File: config.mk
export PLATFORM = sky130hd
export DESIGN_NAME = fifo_sync_unit
export DESIGN_NICKNAME = d
export VERILOG_FILES = /design/src/rtl/fifo_sync_unit.sv
export SDC_FILE = /design/constraint.sdc
export NUM_CORES = 1
export LEC_CHECK = 0
export BUFFER_PORTS_ARGS = -buffer_cell sky130_fd_sc_hd__buf_2
export CAP_MARGIN = 10
export CORE_MARGIN = 1
export CORE_UTILIZATION = 35
export DETAILED_ROUTE_END_ITERATION = 10
export PLACE_DENSITY = 0.48
export SLEW_MARGIN = 20
export SYNTH_ARGS = -nofsm -noshare
export SYNTH_HDL_FRONTEND = slang
export SYNTH_SLANG_ARGS = --single-unit
File: constraint.sdc
create_clock -name clk -period 5.58 [get_ports clk]
set_input_delay 0 -clock clk [delete_from_list [all_inputs] [get_ports clk]]
set_output_delay 0 -clock clk [all_outputs]
set_load 0.03 [all_outputs]
File: src/rtl/fifo_sync_unit.sv
// Synchronous FIFO with registered or first-word-fall-through read, occupancy flags and sticky errors.
// Latency: 1 cycle read (fwft=0) / head visible the cycle after the write edge (fwft=1); writes rejected when full, reads when empty.
module fifo_sync_unit #(
    parameter int word_width    = 32,
    parameter int stk_height    = 8,
    parameter int stk_ptr_width = 3,
    parameter int fwft          = 0,
    parameter int afull_level   = 6,
    parameter int aempty_level  = 1
) (
    input  logic                     clk,
    input  logic                     rst,
    input  logic [word_width-1:0]    data_in,
    input  logic                     write,
    input  logic                     read,
    input  logic                     clr_err,
    output logic [word_width-1:0]    data_out,
    output logic                     data_valid,
    output logic                     stk_full,
    output logic                     stk_empty,
    output logic                     almost_full,
    output logic                     almost_empty,
    output logic [stk_ptr_width:0]   count,
    output logic                     overflow,
    output logic                     underflow
);

    localparam logic [stk_ptr_width-1:0] PTR_LAST = stk_ptr_width'(stk_height - 1);
    localparam logic [stk_ptr_width:0]   CNT_FULL = (stk_ptr_width + 1)'(stk_height);
    localparam logic [stk_ptr_width:0]   CNT_AF   = (stk_ptr_width + 1)'(afull_level);
    localparam logic [stk_ptr_width:0]   CNT_AE   = (stk_ptr_width + 1)'(aempty_level);

    logic [word_width-1:0]    stk_q [stk_height];
    logic [stk_ptr_width-1:0] wr_ptr_q, wr_ptr_d;
    logic [stk_ptr_width-1:0] rd_ptr_q, rd_ptr_d;
    logic [stk_ptr_width:0]   count_q, count_d;
    logic [word_width-1:0]    dout_q, dout_d;
    logic                     dvalid_q, dvalid_d;
    logic                     ovf_q, ovf_d;
    logic                     unf_q, unf_d;
    logic                     wr_acc, rd_acc;
    logic [word_width-1:0]    head;

    assign stk_full     = (count_q == CNT_FULL);
    assign stk_empty    = (count_q == '0);
    assign almost_full  = (count_q >= CNT_AF);
    assign almost_empty = (count_q <= CNT_AE);
    assign count        = count_q;
    assign overflow     = ovf_q;
    assign underflow    = unf_q;

    assign wr_acc = write && !stk_full;
    assign rd_acc = read && !stk_empty;
    assign head   = stk_q[rd_ptr_q];

    // In fall-through mode the head is shown directly; zero while empty keeps reset output at 0.
    assign data_out   = (fwft != 0) ? (stk_empty ? '0 : head) : dout_q;
    assign data_valid = (fwft != 0) ? !stk_empty : dvalid_q;

    always_comb begin
        wr_ptr_d = wr_ptr_q;
        rd_ptr_d = rd_ptr_q;
        count_d  = count_q;
        dout_d   = dout_q;
        dvalid_d = rd_acc;
        ovf_d    = (ovf_q && !clr_err) || (write && stk_full);
        unf_d    = (unf_q && !clr_err) || (read && stk_empty);
        if (wr_acc) begin
            wr_ptr_d = (wr_ptr_q == PTR_LAST) ? '0 : wr_ptr_q + 1'b1;
        end
        if (rd_acc) begin
            rd_ptr_d = (rd_ptr_q == PTR_LAST) ? '0 : rd_ptr_q + 1'b1;
            dout_d   = head;
        end
        case ({wr_acc, rd_acc})
            2'b10:   count_d = count_q + 1'b1;
            2'b01:   count_d = count_q - 1'b1;
            default: count_d = count_q;
        endcase
    end

    // Storage is deliberately left out of reset; only the pointers forget it.
    always_ff @(posedge clk) begin
        if (wr_acc && !rst) begin
            stk_q[wr_ptr_q] <= data_in;
        end
    end

    always_ff @(posedge clk) begin
        if (rst) begin
            wr_ptr_q <= '0;
            rd_ptr_q <= '0;
            count_q  <= '0;
            dout_q   <= '0;
            dvalid_q <= 1'b0;
            ovf_q    <= 1'b0;
            unf_q    <= 1'b0;
        end else begin
            wr_ptr_q <= wr_ptr_d;
            rd_ptr_q <= rd_ptr_d;
            count_q  <= count_d;
            dout_q   <= dout_d;
            dvalid_q <= dvalid_d;
            ovf_q    <= ovf_d;
            unf_q    <= unf_d;
        end
    end

endmodule
==> results of run 1 <==
==> per-layer routing <==
layer | part of all wire | wire [um] | vias up
met5 | 0 | 0 | -
met4 | 0.020 | 513 | 0
met3 | 0.038 | 981 | 45
met2 | 0.50 | 12800 | 111
met1 | 0.44 | 11220 | 3158
li1 | - | - | 2989
==> placed cells by master, fill, tap and decap left out, types with 3 or more instances in the layout <==
| cell | count |
|---|---|
| sky130_fd_sc_hd__nor3_1 | 33 |
| sky130_fd_sc_hd__nor2_1 | 41 |
| sky130_fd_sc_hd__a21oi_1 | 40 |
| sky130_fd_sc_hd__buf_4 | 15 |
| sky130_fd_sc_hd__clkinv_1 | 8 |
| sky130_fd_sc_hd__mux2i_1 | 131 |
| sky130_fd_sc_hd__ha_1 | 9 |
| sky130_fd_sc_hd__nor2_4 | 7 |
| sky130_fd_sc_hd__edfxtp_1 | 256 |
| sky130_fd_sc_hd__or3_1 | 3 |
| sky130_fd_sc_hd__dlygate4sd3_1 | 36 |
| sky130_fd_sc_hd__clkbuf_1 | 8 |
| sky130_fd_sc_hd__buf_2 | 79 |
| sky130_fd_sc_hd__a22oi_1 | 64 |
| sky130_fd_sc_hd__nand2_1 | 8 |
| sky130_fd_sc_hd__dfxtp_1 | 44 |
| sky130_fd_sc_hd__clkbuf_8 | 3 |
| sky130_fd_sc_hd__clkbuf_16 | 35 |
| sky130_fd_sc_hd__nand2b_1 | 4 |
==> report_power, final <==
group | switching [mW] | internal, mW
Sequential | 0.143 | 2.58
Clock | 0.847 | 1.29
Combinational | 0.775 | 0.468
Total | 1.77 | 4.33
==> kinds of logic after synthesis <==
logic type,count (synthesis)
and+or+nand+nor,110
DFF,301
buffers and inverters,46
xor gates and xnor gates,3
adders and majority gates,9
AOI/OAI and AO/OA,107
muxes,131
==> worst paths after layout <==
check	startpoint	to	slack [ps]	depth (start not counted)
worst min register to register	data_out[1]$_SDFFE_PP0P_	data_out[1]$_SDFFE_PP0P_	490	2
worst max-delay path	count[0]$_SDFFE_PP0P_	stk_q[3][12]$_DFFE_PP_	2640	7
worst min-delay path	rst	overflow$_SDFF_PP0_	100	3
worst max register to register	count[0]$_SDFFE_PP0P_	stk_q[3][12]$_DFFE_PP_	2640	7
==> flip-flops by register name, indices dropped and copies added (netlist names) <==
| register | count |
|---|---|
| stk_q | 256 |
| data_out | 32 |
| count | 4 |
| rd_ptr_q | 3 |
| wr_ptr_q | 3 |
| data_valid | 1 |
| overflow | 1 |
| underflow | 1 |
==> layout make-up <==
cell class,count,share of cell area
Timing Repair Buffer,131,0.06394
Multi-Input combinational cell,360,0.1986
Sequential cell,301,0.6184
Tap cell,442,0.03980
Inverter,3,0.0008104
Clock buffer,46,0.06817
Clock inverter,15,0.01009
Antenna cell,1,0.0001801
==> stage by stage <==
step                setup slack [ps]  hold WS, ps  instance area, um^2
finish                          2637        97.68                13890
global route                    2397        117.0                13890
CTS                             2579        97.51                13890
detailed placement              2613        271.2                12440
global placement                2712        261.1                12440
floorplan                       1374        98.87                11500
==> worst reg2reg max path: cells and delay by family, from the launching register on <==
| kind | cells | cell delay, ps |
|---|---|---|
| DFF | 1 | 450 |
| buffers and inverters | 2 | 520 |
| and+or+nand+nor | 4 | 1390 |
| adders and majority gates | 1 | 260 |
==> repair_timing <==
item,4_1_cts,5_1_grt
gates resized for setup,0,0
endpoints found under the hold margin,261,0
hold buffers,36,0
==> impl_results.md, run 1 <==
- Status: complete, no violations
- TritonCTS buffer count: 34
- Initial antenna violation count: 1
- Count of buffer and inverter cells on the critical path: 2
- Number of setup buffers added after CTS: 0
- Worst path slowest cell: sky130_fd_sc_hd__nor2_4
- Clock tree from TritonCTS: yes
- Synth top area share: 0.6683
- Worst setup SP type: register
- Post-synthesis net count: 753
- Max-slew headroom at the worst pin: 0.3265
- Multi-input combinational cell area: 2760 um^2
- Reg clk slew, reported paths: 60 ps
- Clock Latency Late Sink: 520 ps
- Maximum buffer depth of the clock tree: 3
- Synth Area in XOR/XNOR: 0.002284
- Violation count after the first detailed-route iteration: 337
- Average cell area after synthesis: 16.27 um^2
- Number of enable-type register cells in the synthesized netlist: 256
- Cell at the root of the clock tree: sky130_fd_sc_hd__clkbuf_16
- Total number of vias: 6303
- Grt met2 use: 0.2689
- Storage cell area: 8592 um^2
- Cell family with most CP delay: simple AND/OR/NAND/NOR gates
- Die area: 33590 um^2
- Wire per inst: 19.65 um
- Endpoint arrival time on the critical path: 3130 ps
- Global-route wire length before repair: 38370 um
- Via count of the first global-routing pass: 6486
- Post-synthesis compound-gate area fraction: 0.06070
- Number of pins exceeding their max-slew limit in the final report: 0
- Min-delay worst type: input pin to register
- Total count of hold-check failures in the final report: 0
- Required time worst endpoint: 5770 ps
- Area growth from synthesis to final layout: 20.80%
- Ports: 80
- Proportion of register bits with asynchronous set or reset after synthesis: 0
- Die extent in y: 183.3 um
- Sequential cell area fraction in the yosys report: 0.7467
- Simple-gate share of the synthesized area: 0.04623
- Fmax achieved: 339.8 MHz
- Mux cell area share after synthesis: 0.1140
- Top_reg_cell synth: sky130_fd_sc_hd__edfxtp_1
- Largest family of logic cells by synthesized area: multiplexers
- Post-synth cell types: 30
- Yosys reg bits: 301
- Pwr dens: 438.8 nW/um^2
- Global routing usage on met1: 0.1923
- Cell area after synthesis: 11500 um^2
- Row Count: 66
- Total congestion overflow: 0
- Via-per-instance ratio: 4.852
- Maximum level of the CTS H-tree: 2
- Synth warn: 0
- Die width: 183.3 um
- Slowest stage delay, CP: 610 ps
- Count of buffers from port buffering: 79
- Maximum fanout count along the critical path: 17
- Setup TNS: 0 ps
- DRT Pass-1 Iters: 4
- Setup Viol. Count Final: 0
- Pin count of the biggest net entering global routing: 77
- Util after Layout: 0.4281
- Leading cell types by total area after synthesis: sky130_fd_sc_hd__edfxtp_1 67%, sky130_fd_sc_hd__mux2i_1 11%, sky130_fd_sc_hd__dfxtp_1 7.8%
- Final nets: 877
- Startpoint-to-endpoint class of the critical path: register to register
- Final period demand of the worst path: 2943 ps
- Synth cell count leaders: 256 x sky130_fd_sc_hd__edfxtp_1, 131 x sky130_fd_sc_hd__mux2i_1, 64 x sky130_fd_sc_hd__a22oi_1, 48 x sky130_fd_sc_hd__nor2_1, 45 x sky130_fd_sc_hd__dfxtp_1
- All-layer global routing usage: 0.1531
- Residual DRC: 0
- Period utilization: 0.5273
- Initial Utilization: 0.3544
- Layer with the highest usage: met2
- Count of filler cells inserted in the layout: 2889
- Measured slew at the worst slew-check pin: 1010 ps
- CP Cell Sequence: inv_1 > ha_1 > and3b_4 > nor3b_1 > nand2_1 > nor2_4 > buf_4
- Unrepaired setup endpoints after global routing: false
- Met3 GRT Util: 0.02740
- Maximum VDD drop: 0.0002448 V
- Cell count after synthesis: 707
- Cells after DPL: 1201
- Detailed placement HPWL: 13390 um
- Adder and majority cell fraction of the synthesized area: 0.009790
- Max-cap check violation count: 0
- Clock sink count: 301
- Final wirelength: 25520 um
- Placeable core region: 32450 um^2
- Leakage dissipation: 4.657 nW
- Design Power: 6.097 mW
- Share of post-route cells with drive strength above 1: 0.1834
- Routability congestion estimate: 0.7484
- Library cell with the largest summed area after synthesis: sky130_fd_sc_hd__edfxtp_1
- Count of nets left with antenna violations after detail routing: 0
- Most common cell in the synthesized netlist: sky130_fd_sc_hd__edfxtp_1
- Fin Clk Skew: 14.60 ps
- Final non-filler cell total: 1299
- CP Capture Type: register
(Power assumes the default switching activity.)
==> inputs of run 2 (changes only) <==
==> constraint.sdc (replaced) <==
create_clock -name clk -period 2.9 [get_ports clk]
set_input_delay 0 -clock clk [delete_from_list [all_inputs] [get_ports clk]]
set_output_delay 0 -clock clk [all_outputs]
set_load 0.03 [all_outputs]
==> impl_results.md, run 2 (same netlist as run 1, synthesis figures left out) <==
- Final setup slack of the worst path: 394.3 ps (was 2637 ps)
- Startpoint-to-endpoint class of the critical path: register to register (unchanged)
- Relative contribution of sequential cells to total power: 0.436 (was 0.446)
- Die area: 33590 um^2 (unchanged)
- Maximum VDD drop: 0.0004595 V (was 0.0002448 V)
- Number of setup buffers added after CTS: 0 (unchanged)
- Unrepaired setup endpoints after global routing: false (unchanged)
- Residual DRC: 0 (unchanged)
- Tightest hold margin: 104.1 ps (was 97.68 ps)
- Cell at the root of the clock tree: sky130_fd_sc_hd__clkbuf_16 (unchanged)
- Pwr dens: 839.8 nW/um^2 (was 438.8 nW/um^2)
- Initial Utilization: 0.3544 (unchanged)
- Final wirelength: 25080 um (was 25520 um)
- Area of all placed cells without fillers: 14060 um^2 (was 13890 um^2)
- Util after Layout: 0.4333 (was 0.4281)
- Fin Clk Skew: 12.75 ps (was 14.60 ps)
- Status: complete, no violations (unchanged)
- Placeable core region: 32450 um^2 (unchanged)
- Maximum fanout count along the critical path: 32 (was 17)
- Die width: 183.3 um (unchanged)
- Violation count after the first detailed-route iteration: 333 (was 337)
- Storage cell area: 8592 um^2 (unchanged)
- Number of pins exceeding their max-slew limit in the final report: 0 (unchanged)
- Design Power: 11.81 mW (was 6.097 mW)
- Area growth from synthesis to final layout: 22.25% (was 20.80%)
- Worst setup SP type: register (unchanged)
- Leakage dissipation: 4.720 nW (was 4.657 nW)
- Total count of hold-check failures in the final report: 0 (unchanged)
- Top register by number of flip-flops: stk_q (unchanged)
- Worst Setup Slack post-DPL: 333.7 ps (was 2613 ps)
- Switching component of the power: 3.447 mW (was 1.766 mW)
- Maximum buffer depth of the clock tree: 3 (unchanged)
- Highest-count cells in the layout ignoring fill and taps: 256 x sky130_fd_sc_hd__edfxtp_1, 131 x sky130_fd_sc_hd__mux2i_1, 79 x sky130_fd_sc_hd__buf_2, 64 x sky130_fd_sc_hd__a22oi_1, 44 x sky130_fd_sc_hd__dfxtp_1 (unchanged)
- Die extent in y: 183.3 um (unchanged)
- Count of buffers from port buffering: 79 (unchanged)
- CP Capture Type: register (unchanged)
- Endpoint arrival time on the critical path: 2700 ps (was 3130 ps)
- Final period demand of the worst path: 2506 ps (was 2943 ps)
- All-layer global routing usage: 0.1522 (was 0.1531)
- Period utilization: 0.8640 (was 0.5273)
- Measured slew at the worst slew-check pin: 715.7 ps (was 1010 ps)
- Clock Power Share: 0.353 (was 0.350)
- Total congestion overflow: 0 (unchanged)
- TritonCTS buffer count: 34 (unchanged)
- Via-per-instance ratio: 4.809 (was 4.852)
- Detailed placement HPWL: 14100 um (was 13390 um)
- Initial antenna violation count: 1 (unchanged)
- Row Count: 66 (unchanged)
- Maximum level of the CTS H-tree: 2 (unchanged)
- Share of post-route cells with drive strength above 1: 0.1991 (was 0.1834)
- Post-place instance area: 12600 um^2 (was 12440 um^2)
- Multi-input combinational cell area: 2774 um^2 (was 2760 um^2)
- Total number of vias: 6286 (was 6303)
- Routability congestion estimate: 0.6928 (was 0.7484)
- Switching Share: 0.2920 (was 0.2896)
- Count of filler cells inserted in the layout: 2922 (was 2889)
- Pint: 8.361 mW (was 4.331 mW)
- Min-delay worst type: input pin to register (unchanged)
- Fmax achieved: 399.1 MHz (was 339.8 MHz)
- Post-CTS resize count: 0 (unchanged)
- CP Cell Sequence: inv_1 > ha_1 > and3b_4 > nor3b_1 > nand2b_1 > nor3_4 > buf_12 (was inv_1 > ha_1 > and3b_4 > nor3b_1 > nand2_1 > nor2_4 > buf_4)
- Required time worst endpoint: 3090 ps (was 5770 ps)
- Ports: 80 (unchanged)
- Wire per inst: 19.19 um (was 19.65 um)
- Global-route wire length before repair: 38160 um (was 38370 um)
- Final nets: 884 (was 877)
- Worst path slowest cell: sky130_fd_sc_hd__dfxtp_1 (was sky130_fd_sc_hd__nor2_4)
- Clock sink count: 301 (unchanged)
- Slowest stage delay, CP: 460 ps (was 610 ps)
- Max-slew headroom at the worst pin: 0.5219 (was 0.3265)
- Leading cell type in the layout, fill and taps excluded: sky130_fd_sc_hd__edfxtp_1 (unchanged)
- Max-cap check violation count: 0 (unchanged)
- Reg clk slew, reported paths: 50 ps (was 60 ps)
- Setup Viol. Count Final: 0 (unchanged)
- Count of nets left with antenna violations after detail routing: 0 (unchanged)
- Pin count of the biggest net entering global routing: 50 (was 77)
- DRT Pass-1 Iters: 6 (was 4)
- Clock tree from TritonCTS: yes (unchanged)
- Clock Latency Late Sink: 510 ps (was 520 ps)
- Logic pwr share: 0.211 (was 0.204)
- Max FFs per register: 256 (unchanged)
- Via count of the first global-routing pass: 6507 (was 6486)
run 2: what timing repair did:
action / in CTS / in global routing
setup endpoints to repair: 0 / 0
hold buffers: 36 / 0
hold endpoints to repair: 261 / 0
run 2: metal layers:
| layer | part of all wire | vias up | global-route usage |
|---|---|---|---|
| met5 | 0 | - | 0 |
| met4 | 0.018 | 0 | 0.04333 |
| met3 | 0.035 | 37 | 0.02601 |
| met2 | 0.47 | 123 | 0.2476 |
| met1 | 0.48 | 3110 | 0.2095 |
| li1 | - | 3016 | - |
run 2: final timing paths:
path / to / start / cells past startpoint / slack, ps
worst max-delay path: stk_q[0][5]$_DFFE_PP_ / count[0]$_SDFFE_PP0P_ / 7 / 390
worst min-delay path: count[0]$_SDFFE_PP0P_ / rst / 3 / 100
worst max register to register: stk_q[0][5]$_DFFE_PP_ / count[0]$_SDFFE_PP0P_ / 7 / 390
worst min register to register: data_out[26]$_SDFFE_PP0P_ / data_out[26]$_SDFFE_PP0P_ / 2 / 490
run 2: power groups by stage:
stage               combinational (mW)  clock (mW)  sequential [mW]
finish                            2.49        4.17             5.15
global route                      2.74        4.44             5.18
CTS                               2.55        4.28             5.15
detailed placement                2.49           0             5.24
global placement                  2.46           0             5.22
floorplan                         1.49           0             5.53
run 2: layout make-up:
cell class,count,share of cell area
multi-input combinational,360,0.1973
sequential,301,0.6111
antenna,1,0.0001780
clock inverter,17,0.01121
inverter,3,0.0008009
clock buffer,45,0.06700
tap,442,0.03933
timing repair buffer,138,0.07314
run 2: critical path, delay by kind of cell (launching register included):
kind / cells / cell delay, ps
flip-flops: 1 / 460
AND/OR/NAND/NOR: 4 / 1090
buffers and inverters: 2 / 370
adder cells (fa/ha/maj): 1 / 260
run 2: metrics by stage:
| step | cells | setup TNS, ps |
|---|---|---|
| 2_1_floorplan | 707 | -106490 |
| 3_3_place_gp | 1208 | 0 |
| 3_5_place_dp | 1208 | 0 |
| 4_1_cts | 1306 | 0 |
| 5_1_grt | 1307 | 0 |
| 6_report | 1307 | 0 |
==> inputs of run 3 (changes only) <==
--- a/config.mk
+++ b/config.mk
@@ -7,10 +7,12 @@
 export LEC_CHECK = 0
 export BUFFER_PORTS_ARGS = -buffer_cell sky130_fd_sc_hd__buf_2
 export CAP_MARGIN = 10
+export CELL_PAD_IN_SITES_DETAIL_PLACEMENT = 0
+export CELL_PAD_IN_SITES_GLOBAL_PLACEMENT = 1
 export CORE_MARGIN = 1
 export CORE_UTILIZATION = 35
 export DETAILED_ROUTE_END_ITERATION = 10
-export PLACE_DENSITY = 0.48
+export PLACE_DENSITY = 0.55
 export SLEW_MARGIN = 20
 export SYNTH_ARGS = -nofsm -noshare
 export SYNTH_HDL_FRONTEND = slang
==> impl_results.md, run 3 (same netlist as run 1, synthesis figures left out) <==
- Setup Viol. Count Final: 0 (unchanged)
- Fin Clk Skew: 15.24 ps (was 12.75 ps)
- Total number of vias: 6323 (was 6286)
- Setup TNS: 0 ps (unchanged)
- Area growth from synthesis to final layout: 21.74% (was 22.25%)
- Share of post-route cells with drive strength above 1: 0.1977 (was 0.1991)
- Design Power: 11.77 mW (was 11.81 mW)
- Count of filler cells inserted in the layout: 2923 (was 2922)
- Worst path slowest cell: sky130_fd_sc_hd__dfxtp_1 (unchanged)
- Min-Delay Path Depth: 3 (unchanged)
- Max-cap check violation count: 0 (unchanged)
- Top register by number of flip-flops: stk_q (unchanged)
- Initial Utilization: 0.3544 (unchanged)
- Slowest stage delay, CP: 450 ps (was 460 ps)
- Global-route wire length before repair: 39350 um (was 38160 um)
- Cell at the root of the clock tree: sky130_fd_sc_hd__clkbuf_16 (unchanged)
- Clock sink count: 301 (unchanged)
- Count of buffer and inverter cells on the critical path: 2 (unchanged)
- Die width: 183.3 um (unchanged)
- Count of buffers from port buffering: 79 (unchanged)
- Pin count of the biggest net entering global routing: 56 (was 50)
- Final nets: 887 (was 884)
- Worst setup SP type: register (unchanged)
- Initial antenna violation count: 0 (was 1)
- Leakage dissipation: 4.711 nW (was 4.720 nW)
- Detailed placement HPWL: 16410 um (was 14100 um)
- Clock Latency Late Sink: 500 ps (was 510 ps)
- Die extent in y: 183.3 um (unchanged)
- Unrepaired setup endpoints after global routing: false (unchanged)
- Die area: 33590 um^2 (unchanged)
- Via count of the first global-routing pass: 6543 (was 6507)
- # diodes: 0 (was 1)
- Max-slew headroom at the worst pin: 0.5657 (was 0.5219)
- Worst Reg2Reg Path Length in Cells: 7 (unchanged)
- Fmax achieved: 386.3 MHz (was 399.1 MHz)
- Status: complete, no violations (unchanged)
- Post-CTS resize count: 0 (unchanged)
- Cell family with most CP delay: simple AND/OR/NAND/NOR gates (unchanged)
- Min-delay worst type: input pin to register (unchanged)
- Ports: 80 (unchanged)
- CP Capture Type: register (unchanged)
- Violation count after the first detailed-route iteration: 347 (was 333)
- Final setup slack of the worst path: 311.4 ps (was 394.3 ps)
- Endpoint arrival time on the critical path: 2750 ps (was 2700 ps)
- Tightest hold margin: 113.6 ps (was 104.1 ps)
- Total congestion overflow: 0 (unchanged)
- Via-per-instance ratio: 4.838 (was 4.809)
- Wire per inst: 20.00 um (was 19.19 um)
- Leading cell type in the layout, fill and taps excluded: sky130_fd_sc_hd__edfxtp_1 (unchanged)
- DRT Pass-1 Iters: 4 (was 6)
- Clock tree from TritonCTS: yes (unchanged)
- All-layer global routing usage: 0.1574 (was 0.1522)
- Row Count: 66 (unchanged)
- Maximum level of the CTS H-tree: 2 (unchanged)
- Number of pins exceeding their max-slew limit in the final report: 0 (unchanged)
- Final wirelength: 26140 um (was 25080 um)
- Reg clk slew, reported paths: 60 ps (was 50 ps)
- Required time worst endpoint: 3070 ps (was 3090 ps)
- Period utilization: 0.8926 (was 0.8640)
- Highest-count cells in the layout ignoring fill and taps: 256 x sky130_fd_sc_hd__edfxtp_1, 131 x sky130_fd_sc_hd__mux2i_1, 79 x sky130_fd_sc_hd__buf_2, 64 x sky130_fd_sc_hd__a22oi_1, 44 x sky130_fd_sc_hd__dfxtp_1 (unchanged)
- Maximum fanout count along the critical path: 22 (was 32)
- Maximum VDD drop: 0.0003633 V (was 0.0004595 V)
- Residual DRC: 0 (unchanged)
- Worst path depth: 7 (unchanged)
- Max FFs per register: 256 (unchanged)
- Total count of hold-check failures in the final report: 0 (unchanged)
- Routability congestion estimate: 0.7673 (was 0.6928)
- Final period demand of the worst path: 2589 ps (was 2506 ps)
- Measured slew at the worst slew-check pin: 649.9 ps (was 715.7 ps)
- Placeable core region: 32450 um^2 (unchanged)
- Startpoint-to-endpoint class of the critical path: register to register (unchanged)
- Maximum buffer depth of the clock tree: 3 (unchanged)
- Post-place instance area: 12570 um^2 (was 12600 um^2)
- Pwr dens: 840.7 nW/um^2 (was 839.8 nW/um^2)
- Worst Setup Slack post-DPL: 282.9 ps (was 333.7 ps)
- Area of all placed cells without fillers: 14000 um^2 (was 14060 um^2)
- TritonCTS buffer count: 34 (unchanged)
- Count of nets left with antenna violations after detail routing: 0 (unchanged)
- CP Cell Sequence: inv_1 > ha_1 > and3b_4 > nor3b_1 > nand2b_1 > nor2_4 > buf_4 (was inv_1 > ha_1 > and3b_4 > nor3b_1 > nand2b_1 > nor3_4 > buf_12)
## run 3: cell count changes in the layout (fill, tap and decap cells not counted), sizes merged
cell,before,now
clkinvlp,2,1
buf,102,105
clkbuf,45,47
diode,1,0
bufinv,2,1
inv,5,4
clkinv,11,10
## run 3: final cells by class
type                            count  area [um^2]  share of cell area
Clock buffer                       47        970.9             0.06934
Clock inverter                     13        102.6            0.007327
Tap cell                          442        553.0             0.03949
Timing Repair Buffer              141         1001             0.07148
Sequential cell                   301         8592              0.6136
Inverter                            3        11.26           0.0008041
Multi-Input combinational cell    360         2773              0.1980
## run 3: path summary, 6_finish.rpt
| path | start | endpoint | slack, ps |
|---|---|---|---|
| worst min-delay path | rst | overflow$_SDFF_PP0_ | 110 |
| worst max-delay path | count[0]$_SDFFE_PP0P_ | stk_q[6][14]$_DFFE_PP_ | 310 |
| worst min register to register | data_out[30]$_SDFFE_PP0P_ | data_out[30]$_SDFFE_PP0P_ | 490 |
| worst max register to register | count[0]$_SDFFE_PP0P_ | stk_q[6][14]$_DFFE_PP_ | 310 |
## run 3: worst min-delay path, delay by kind of cell
kind	cells	cell delay, ps
simple gates	1	150
buf+inv	2	410
## run 3: metal layers
layer / vias up / share of wire / global-route usage
li1: 3008 / - / -
met1: 3152 / 0.43 / 0.1964
met2: 121 / 0.50 / 0.2759
met3: 42 / 0.036 / 0.02720
met4: 0 / 0.025 / 0.05200
met5: - / 0 / 0
## run 3: metrics by stage
step           instances  utilization
2_1_floorplan        707            -
3_3_place_gp        1211       0.3873
3_5_place_dp        1211       0.3873
4_1_cts             1307       0.4315
5_1_grt             1307       0.4315
6_report            1307       0.4315
## run 3: report_power, final
group / internal, mW / switching [mW] / leakage [nW]
clock: 2.43 / 1.64 / 0.525
combinational: 0.922 / 1.65 / 1.50
sequential: 4.96 / 0.173 / 2.68
total: 8.31 / 3.46 / 4.71
## run 3: timing repair
action / in CTS / in global routing
setup buffers: 0 / 0
hold buffers: 36 / 0
endpoints found under the setup margin: 0 / 0
hold endpoints to repair: 261 / 0
